--- src/rtl/count_event_tracker.sv ---
// Samples an up/down counter and records reversal, wrap and jump events.
// Jump events are built only when TRACKER_JUMP_DETECT_EN is defined.
module count_event_tracker #(
  parameter int WIDTH = 5
) (
  input  logic             clk,
  input  logic             reset,
  input  logic             enable,
  input  logic [WIDTH-1:0] count,
  output logic             evt_valid,
  input  logic             evt_ready,
  output logic [2:0]       evt_code,
  output logic [WIDTH-1:0] evt_value,
  output logic             dir,
  output logic [WIDTH-1:0] peak_max,
  output logic [WIDTH-1:0] peak_min,
  output logic [7:0]       step_cnt,
  output logic             overflow
);

  typedef enum logic [1:0] {
    IDLE,
    TRACK,
    HOLD
  } state_t;

  localparam logic [WIDTH-1:0] ZERO = '0;
  localparam logic [WIDTH-1:0] ONE  = {{(WIDTH-1){1'b0}}, 1'b1};
  localparam logic [WIDTH-1:0] MAX  = '1;

  localparam logic [2:0] C_NONE = 3'd0;
  localparam logic [2:0] C_REV  = 3'd1;
  localparam logic [2:0] C_WRAP = 3'd2;
  localparam logic [2:0] C_JUMP = 3'd3;

  state_t           state;
  state_t           state_n;
  logic [WIDTH-1:0] prev;
  logic [WIDTH-1:0] prev_n;
  logic             dir_n;
  logic [WIDTH-1:0] pmax_n;
  logic [WIDTH-1:0] pmin_n;
  logic [7:0]       step_n;
  logic             ovf_n;
  logic [2:0]       code_n;
  logic [WIDTH-1:0] val_n;

  logic [WIDTH-1:0] delta;
  logic             is_zero;
  logic             is_up;
  logic             is_dn;
  logic             is_step;
  logic             is_jmp;
  logic             is_rev;
  logic             is_wrap;
  logic             sample;
  logic [2:0]       ev_code;
  logic             ev;

  assign evt_valid = (state == HOLD);

  // Classify the step between the previous and the current sample.
  always_comb begin
    delta   = count - prev;
    is_zero = (delta == ZERO);
    is_up   = (delta == ONE);
    is_dn   = (delta == MAX);
    is_step = is_up | is_dn;
`ifdef TRACKER_JUMP_DETECT_EN
    is_jmp  = !is_zero && !is_step;
`else
    is_jmp  = 1'b0;
`endif
    is_rev  = is_step && (is_up != dir)
              && (step_cnt != 8'd0);
    is_wrap = (is_up && (prev == MAX))
              || (is_dn && (prev == ZERO));
    sample  = enable && (state != IDLE);
    ev_code = C_NONE;
    if (is_jmp) begin
      ev_code = C_JUMP;
    end else if (is_rev) begin
      ev_code = C_REV;
    end else if (is_wrap) begin
      ev_code = C_WRAP;
    end
    ev = sample && (ev_code != C_NONE);
  end

  // Next-state, statistics and event record logic.
  always_comb begin
    state_n = state;
    prev_n  = prev;
    dir_n   = dir;
    pmax_n  = peak_max;
    pmin_n  = peak_min;
    step_n  = step_cnt;
    ovf_n   = overflow;
    code_n  = evt_code;
    val_n   = evt_value;
    unique case (state)
      IDLE: begin
        if (enable) begin
          prev_n  = count;
          pmax_n  = count;
          pmin_n  = count;
          state_n = TRACK;
        end
      end
      TRACK: begin
        if (ev) begin
          state_n = HOLD;
          code_n  = ev_code;
          val_n   = count;
        end
      end
      HOLD: begin
        if (evt_ready) begin
          if (ev) begin
            code_n = ev_code;
            val_n  = count;
          end else begin
            state_n = TRACK;
            code_n  = C_NONE;
            val_n   = ZERO;
          end
        end else if (ev) begin
          ovf_n = 1'b1;
        end
      end
      default: state_n = IDLE;
    endcase
    if (sample) begin
      prev_n = count;
      if (count > peak_max) begin
        pmax_n = count;
      end
      if (count < peak_min) begin
        pmin_n = count;
      end
      if ((is_step || is_jmp)
          && (step_cnt != 8'hFF)) begin
        step_n = step_cnt + 8'd1;
      end
      if (is_step) begin
        dir_n = is_up;
      end
    end
  end

  // State and output registers.
  always_ff @(posedge clk or posedge reset) begin
    if (reset) begin
      state     <= IDLE;
      prev      <= ZERO;
      dir       <= 1'b1;
      peak_max  <= ZERO;
      peak_min  <= ZERO;
      step_cnt  <= 8'd0;
      overflow  <= 1'b0;
      evt_code  <= C_NONE;
      evt_value <= ZERO;
    end else begin
      state     <= state_n;
      prev      <= prev_n;
      dir       <= dir_n;
      peak_max  <= pmax_n;
      peak_min  <= pmin_n;
      step_cnt  <= step_n;
      overflow  <= ovf_n;
      evt_code  <= code_n;
      evt_value <= val_n;
    end
  end

endmodule

--- config.mk ---
export PLATFORM = sky130hd
export DESIGN_NAME = count_event_tracker
export DESIGN_NICKNAME = d
export VERILOG_FILES = /design/src/rtl/count_event_tracker.sv
export SDC_FILE = /design/constraint.sdc
export NUM_CORES = 1
export LEC_CHECK = 0
export CAP_MARGIN = 20
export CELL_PAD_IN_SITES_DETAIL_PLACEMENT = 1
export CELL_PAD_IN_SITES_GLOBAL_PLACEMENT = 1
export CORE_MARGIN = 5
export CORE_UTILIZATION = 25
export CTS_CLUSTER_SIZE = 10
export DETAILED_ROUTE_END_ITERATION = 6
export HOLD_SLACK_MARGIN = 0.02
export PLACE_DENSITY_LB_ADDON = 0.1
export SYNTH_ARGS = -nofsm -noshare
export SYNTH_HDL_FRONTEND = slang
export SYNTH_SLANG_ARGS = --single-unit
--- constraint.sdc ---
create_clock -name clk -period 4.2 [get_ports clk]
set_clock_uncertainty 0.1 [all_clocks]
set_input_delay 1.05 -clock clk [delete_from_list [all_inputs] [get_ports clk]]
set_output_delay 1.05 -clock clk [all_outputs]
set_load 0.05 [all_outputs]
==> out/metrics.yaml, run 1 <==
cts_tree: "built"
synth-main-ff-cell: "dfrtp_1"
grt_pass1_wl_mm: 8.625
first_pass_iters: 4
yosys-top-cells-count: "dfrtp_1, ha_1, inv_1, nand2_1"
start_util_pct: 25.46
clk_path_buf_depth: 2
fin_util_pct: 34.88
critPathMaxFanout: 3
synth_edf_count: 0
worst_pin_slew_ns: 0.7309
worstHoldPathType: "register to register"
detail_route.wl_per_cell_microns: 14.81
dr_wl_met3_microns: 208
setup_viol: 0
timing.hold.ws_ns: 0.3866
dieArea_sq_um: 9697
crit_chain: "clkdlybuf4s50_1, inv_1, ha_1, inv_1, fa_2, or3_1, or3_4, o32ai_4, o21ai_2, a221o_2, mux2_4"
grt_pass1_vias: 1683
worstSkewPairLatency_ns: 0.29
max_clock_freq_mhz: 246.0
clock-sinks: 34
setup_tns_ns: 0
dp_hpwl_mm: 4.000
synth.avg_cell_area_sq_um: 10.64
reg2reg_depth: 9
slowest_delay_ns: 0.49
grt_overflow: 0
antenna_cells: 0
post_cts.repair.setup_buffers: 0
m1WireLength_mm: 2.496
ys_types: 42
ant_nets: 0
rows: 32
holdPathStages: 1
wirelength_mm: 5.108
hold_end: "overflow"
num_vias: 1540
min_period_ns: 4.065
critical_path_depth: 11
synth.most_common_cell: "dfrtp_1"
synthesis.nets: 212
path_clk_slew_ns: 0.08
reg2reg_slack_ns: 1.04
cts_made_buffers: 5
slew_headroom_pct: 51.22
final_layout_size_suffix_gt1_share_pct: 18.93
leakagePower_uw: 0.001194
die_h_microns: 98.48
synthDominantCellAreaShare_pct: 42.20
path_buf_inv: 3
synthTopCellsByArea: "dfrtp_1, ha_1, mux2_2"
io_pins: 38
final_net_count: 270
area_growth_pct: 37.02
start_kind: "input pin"
r2r_start: "prev[0]"
power_density_nw_per_um2: 745.8
drc: 0
fp.coreArea_sq_um: 7687
outcome: "complete, no violations"
yosysWarnings: 0
die_x_microns: 98.48
maxSlewViolCount: 0
hold_violations: 0
critPathKind: "input pin to register"
async_flop_share_pct: 100.0
cap_violations: 0
htreeDepth: 2
crit_top_cell: "inv_1"
routabilityCongestion: 0.7309
vdd.ir_drop.worst_mv: 0.3209
synth_seq_cells: 34
grt_max_degree: 19
numPortBuffers: 36
cp-end-kind: "register"
yosysTopAreaCell: "dfrtp_1"
critPathSlowestCell: "clkdlybuf4s50_1"
drtIter0Drc: 32
cts_root_buf: "clkbuf_8"
holdBufCountCts: 0
synthesis.area_sq_um: 1957
min_period_over_period_pct: 96.80
wl_met2_mm: 2.348
reg2reg_to: "state[1]"
hp-start: "overflow"
antenna_found_initial: 0
crit_family: "compound AO/OA/AOI/OAI gates"
synthCells: 184
critPathRequiredTime_ns: 4.28
grt_usage_pct: 11.14
viasPerCell: 4.464
ys_seq_area_share_pct: 43.54
top_layer_used: "met4"
critPathArrivalTime_ns: 4.14
rsz0062_at_grt: "no"
==> where the power goes <==
group	switching [uW]	total (uW)	leakage, uW	internal (uW)
clock network	132	309	0.0000504	177
registers	95.3	541	0.000421	446
logic	689	1150	0.000723	460
==> layout make-up <==
cell class                      count  area, sq um
Multi-Input combinational cell    130         1032
Clock buffer                        5        68.82
Inverter                           18        67.56
Sequential cell                    34        852.1
Fill cell                         883         5006
Timing Repair Buffer               53        488.0
Tap cell                          102        127.6
Clock inverter                      3        45.04
==> kinds of logic (layout without fill, tap and decap cells) <==
logic type / count (synthesis) / after routing / synth area share, %
adder cells (fa/ha/maj): 19 / 19 / 12.53
flip-flops: 34 / 34 / 43.54
XOR/XNOR: 11 / 11 / 4.923
other: 1 / 1 / 0.1916
multiplexers: 14 / 14 / 8.184
buffers and inverters: 20 / 79 / 4.028
AND/OR/NAND/NOR: 50 / 50 / 13.81
AO/OA/AOI/OAI: 35 / 35 / 12.79
==> worst reg2reg max path, cell delays in order (launching register included) <==
cell and delay, ns:
dfrtp_1 0.42, ha_1 0.20, inv_1 0.07, fa_2 0.43, or3_1 0.40, or3_4 0.36
o32ai_4 0.28, o21ai_2 0.10, a221o_2 0.41, mux2_4 0.30
==> per-layer routing <==
metal	vias up	global-route usage (%)
met5	-	0
met4	0	3.151
met3	4	2.831
met2	30	18.20
met1	751	14.62
li1	755	-
==> how the worst max path moves through the flow <==
stage	to	startpoint	slack (ns)
2_1_floorplan	state[1]	count[0]	0.32
3_3_place_gp	state[1]	count[0]	-0.16
3_5_place_dp	state[1]	count[0]	-0.19
4_1_cts	state[1]	count[0]	0.13
5_1_grt	state[1]	count[0]	0.007
6_report	state[1]	count[0]	0.13
==> repair_timing <==
item                                   CTS  global route
resized for setup                        0             3
endpoints found under the hold margin    0             0
setup endpoints to repair                0             7
==> cells in the final DEF (no fill, tap or decap), types with 2 or more instances in the layout <==
| cell | synthesis | routed |
|---|---|---|
| nor2b_1 | 2 | 2 |
| nand3_1 | 2 | 2 |
| xor2_1 | 4 | 4 |
| mux2_2 | 12 | 12 |
| clkinvlp_4 | 0 | 2 |
| o21ai_2 | 1 | 2 |
| nand2b_1 | 7 | 7 |
| o21ai_1 | 2 | 2 |
| clkbuf_8 | 0 | 5 |
| nand2_1 | 16 | 16 |
| buf_4 | 1 | 17 |
| inv_1 | 18 | 18 |
| xnor2_1 | 7 | 7 |
| and2b_1 | 2 | 2 |
| and2_1 | 2 | 2 |
| o21ai_0 | 12 | 11 |
| a32o_1 | 5 | 5 |
| dfrtp_1 | 33 | 33 |
| nand4_1 | 5 | 5 |
| ha_1 | 18 | 18 |
| nor2_1 | 5 | 5 |
| clkdlybuf4s50_1 | 0 | 36 |
| and3_1 | 2 | 2 |
| o21a_1 | 2 | 2 |
| a21oi_1 | 6 | 6 |
==> per-stage QoR <==
step,setup WS [ns],power (uW),cells,cell area (sq um)
floorplan,0.3224,1310,184,1957
detailed placement,-0.1869,1708,337,2561
CTS,0.1254,2031,345,2675
global route,0.006731,2140,345,2681
finish,0.1346,2000,345,2681
global placement,-0.1603,1702,337,2561
==> registers in the layout, indices dropped and copies added (netlist names) <==
name / count
evt_value: 5
state: 2
prev: 5
peak_min: 5
dir: 1
evt_code: 2
overflow: 1
step_cnt: 8
peak_max: 5
Power figures use the tool's default switching activity.
==> run 2: changes to the inputs <==
--- a/config.mk
+++ b/config.mk
@@ -8,7 +8,6 @@
 export CAP_MARGIN = 20
 export CELL_PAD_IN_SITES_DETAIL_PLACEMENT = 1
 export CELL_PAD_IN_SITES_GLOBAL_PLACEMENT = 1
-export CORE_MARGIN = 5
 export CORE_UTILIZATION = 25
 export CTS_CLUSTER_SIZE = 10
 export DETAILED_ROUTE_END_ITERATION = 6
==> run 2 against run 1 <==
Against the previous run:
- final area is 0.65% lower
- highest routed layer unchanged
- register-to-register slack gained 0.04 ns
- clock power fell by 17%
- clock-buffer cell count increased by 2
- total power fell by 2.7%
- core utilization increased by 1.1 points
- largest power group unchanged
- critical endpoint unchanged
- die area fell by 16%
- sequential share of layout area grew 0.21 points
==> out/metrics.yaml, run 2 (synthesis gave the netlist of run 1 again) <==
critPathMaxFanout: 3
final_layout_size_suffix_gt1_share_pct: 18.85
dieArea_sq_um: 8186
grt_max_degree: 35
io_pins: 38
cts_tree: "built"
crit_chain: "clkdlybuf4s50_1, inv_1, ha_1, inv_1, fa_2, or3_4, or3_4, o32ai_4, o21ai_2, a221o_2, mux2_4"
worstHoldPathType: "register to register"
setup_slack_ns: 0.1436
routabilityCongestion: 0.7855
clk_path_buf_depth: 2
drc: 0
detail_route.wl_per_cell_microns: 14.49
grt_pass1_vias: 1704
path_clk_slew_ns: 0.08
worst_pin_slew_ns: 0.5023
first_pass_iters: 4
cp-end-kind: "register"
die_x_microns: 90.48
drtIter0Drc: 28
leakagePower_uw: 0.001197
layout_commonest_cell: "clkdlybuf4s50_1"
timing.hold.ws_ns: 0.3943
largest_register: "step_cnt"
setup_tns_ns: 0
setup_viol: 0
slew_headroom_pct: 66.29
m1WireLength_mm: 2.317
grt_pass1_wl_mm: 8.645
antenna_cells: 0
largest_reg_flops: 8
layout_common_cells: "clkdlybuf4s50_1, dfrtp_1, inv_1, ha_1, buf_4"
min_period_over_period_pct: 96.58
cap_violations: 0
wl_met2_mm: 2.425
clock-sinks: 34
grt_usage_pct: 13.40
antenna_found_initial: 0
area_growth_pct: 36.13
min_period_ns: 4.056
critPathKind: "input pin to register"
cts_made_buffers: 5
critPathRequiredTime_ns: 4.27
dp_hpwl_mm: 3.759
holdBufCountCts: 0
wirelength_mm: 4.969
grt_overflow: 0
ant_nets: 0
rsz0062_at_grt: "no"
cts_root_buf: "clkbuf_8"
power_density_nw_per_um2: 730.7
rows: 31
hold_violations: 0
outcome: "complete, no violations"
vdd.ir_drop.worst_mv: 0.2422
worstSkewPairLatency_ns: 0.29
maxSlewViolCount: 0
numPortBuffers: 36
dr_wl_met3_microns: 173
place_ws_ns: -0.2119
start_util_pct: 26.41
num_vias: 1532
viasPerCell: 4.466
max_clock_freq_mhz: 246.5
final_net_count: 271
die_h_microns: 90.48
htreeDepth: 2
critPathSlowestCell: "clkdlybuf4s50_1"
fp.coreArea_sq_um: 7408
critPathArrivalTime_ns: 4.13
slowest_delay_ns: 0.50
power.total_uw: 1946
top_layer_used: "met4"
start_kind: "input pin"
## run 2: final cells by class
cell class	count	area, sq um
clock buffer	7	86.33
clock inverter	1	5.005
fill	847	4745
inverter	18	67.56
multi-input combinational	130	1033
sequential	34	852.1
tap	99	123.9
timing repair buffer	54	495.5
## run 2: critical path, delay by kind of cell
kind            cells  cell delay (ns)
buf+inv             3             0.64
simple gates        2             0.75
fa+ha+maj           2             0.65
mux                 1             0.30
compound gates      3             0.75
## run 2: final timing paths
kind                       cells after the start          end     start  slack, ns
max reg2reg                                    9     state[1]   prev[0]       1.08
min in group asynchronous                      3  evt_code[1]     reset       1.07
min                                            1     overflow  overflow       0.39
min reg2reg                                    1     overflow  overflow       0.39
max                                           11     state[1]  count[0]       0.14
max in group asynchronous                      3          dir     reset       2.59
## run 2: power by group
part           total, uW  switching (uW)  internal, uW
Sequential           539            92.9           446
Clock                255             123           132
Combinational       1150             684           468
Total               1950             900          1050
## run 2: metal layers
layer  track usage (%)  up-vias
met5                 0        -
met4             4.435        0
met3             2.694        5
met2             22.98       31
met1             16.69      738
li1                  -      758
## run 2: timing repair
item | 4_1_cts | 5_1_grt
setup buffers | 0 | 0
endpoints found under the setup margin | 0 | 7
resized for setup | 0 | 2
## run 2: stage by stage
stage | utilization (%) | cells | cell area, sq um
5_1_grt | 35.96 | 343 | 2664
3_3_place_gp | 34.62 | 335 | 2565
3_5_place_dp | 34.62 | 335 | 2565
4_1_cts | 35.86 | 343 | 2656
6_report | 35.96 | 343 | 2664
2_1_floorplan | - | 184 | 1957
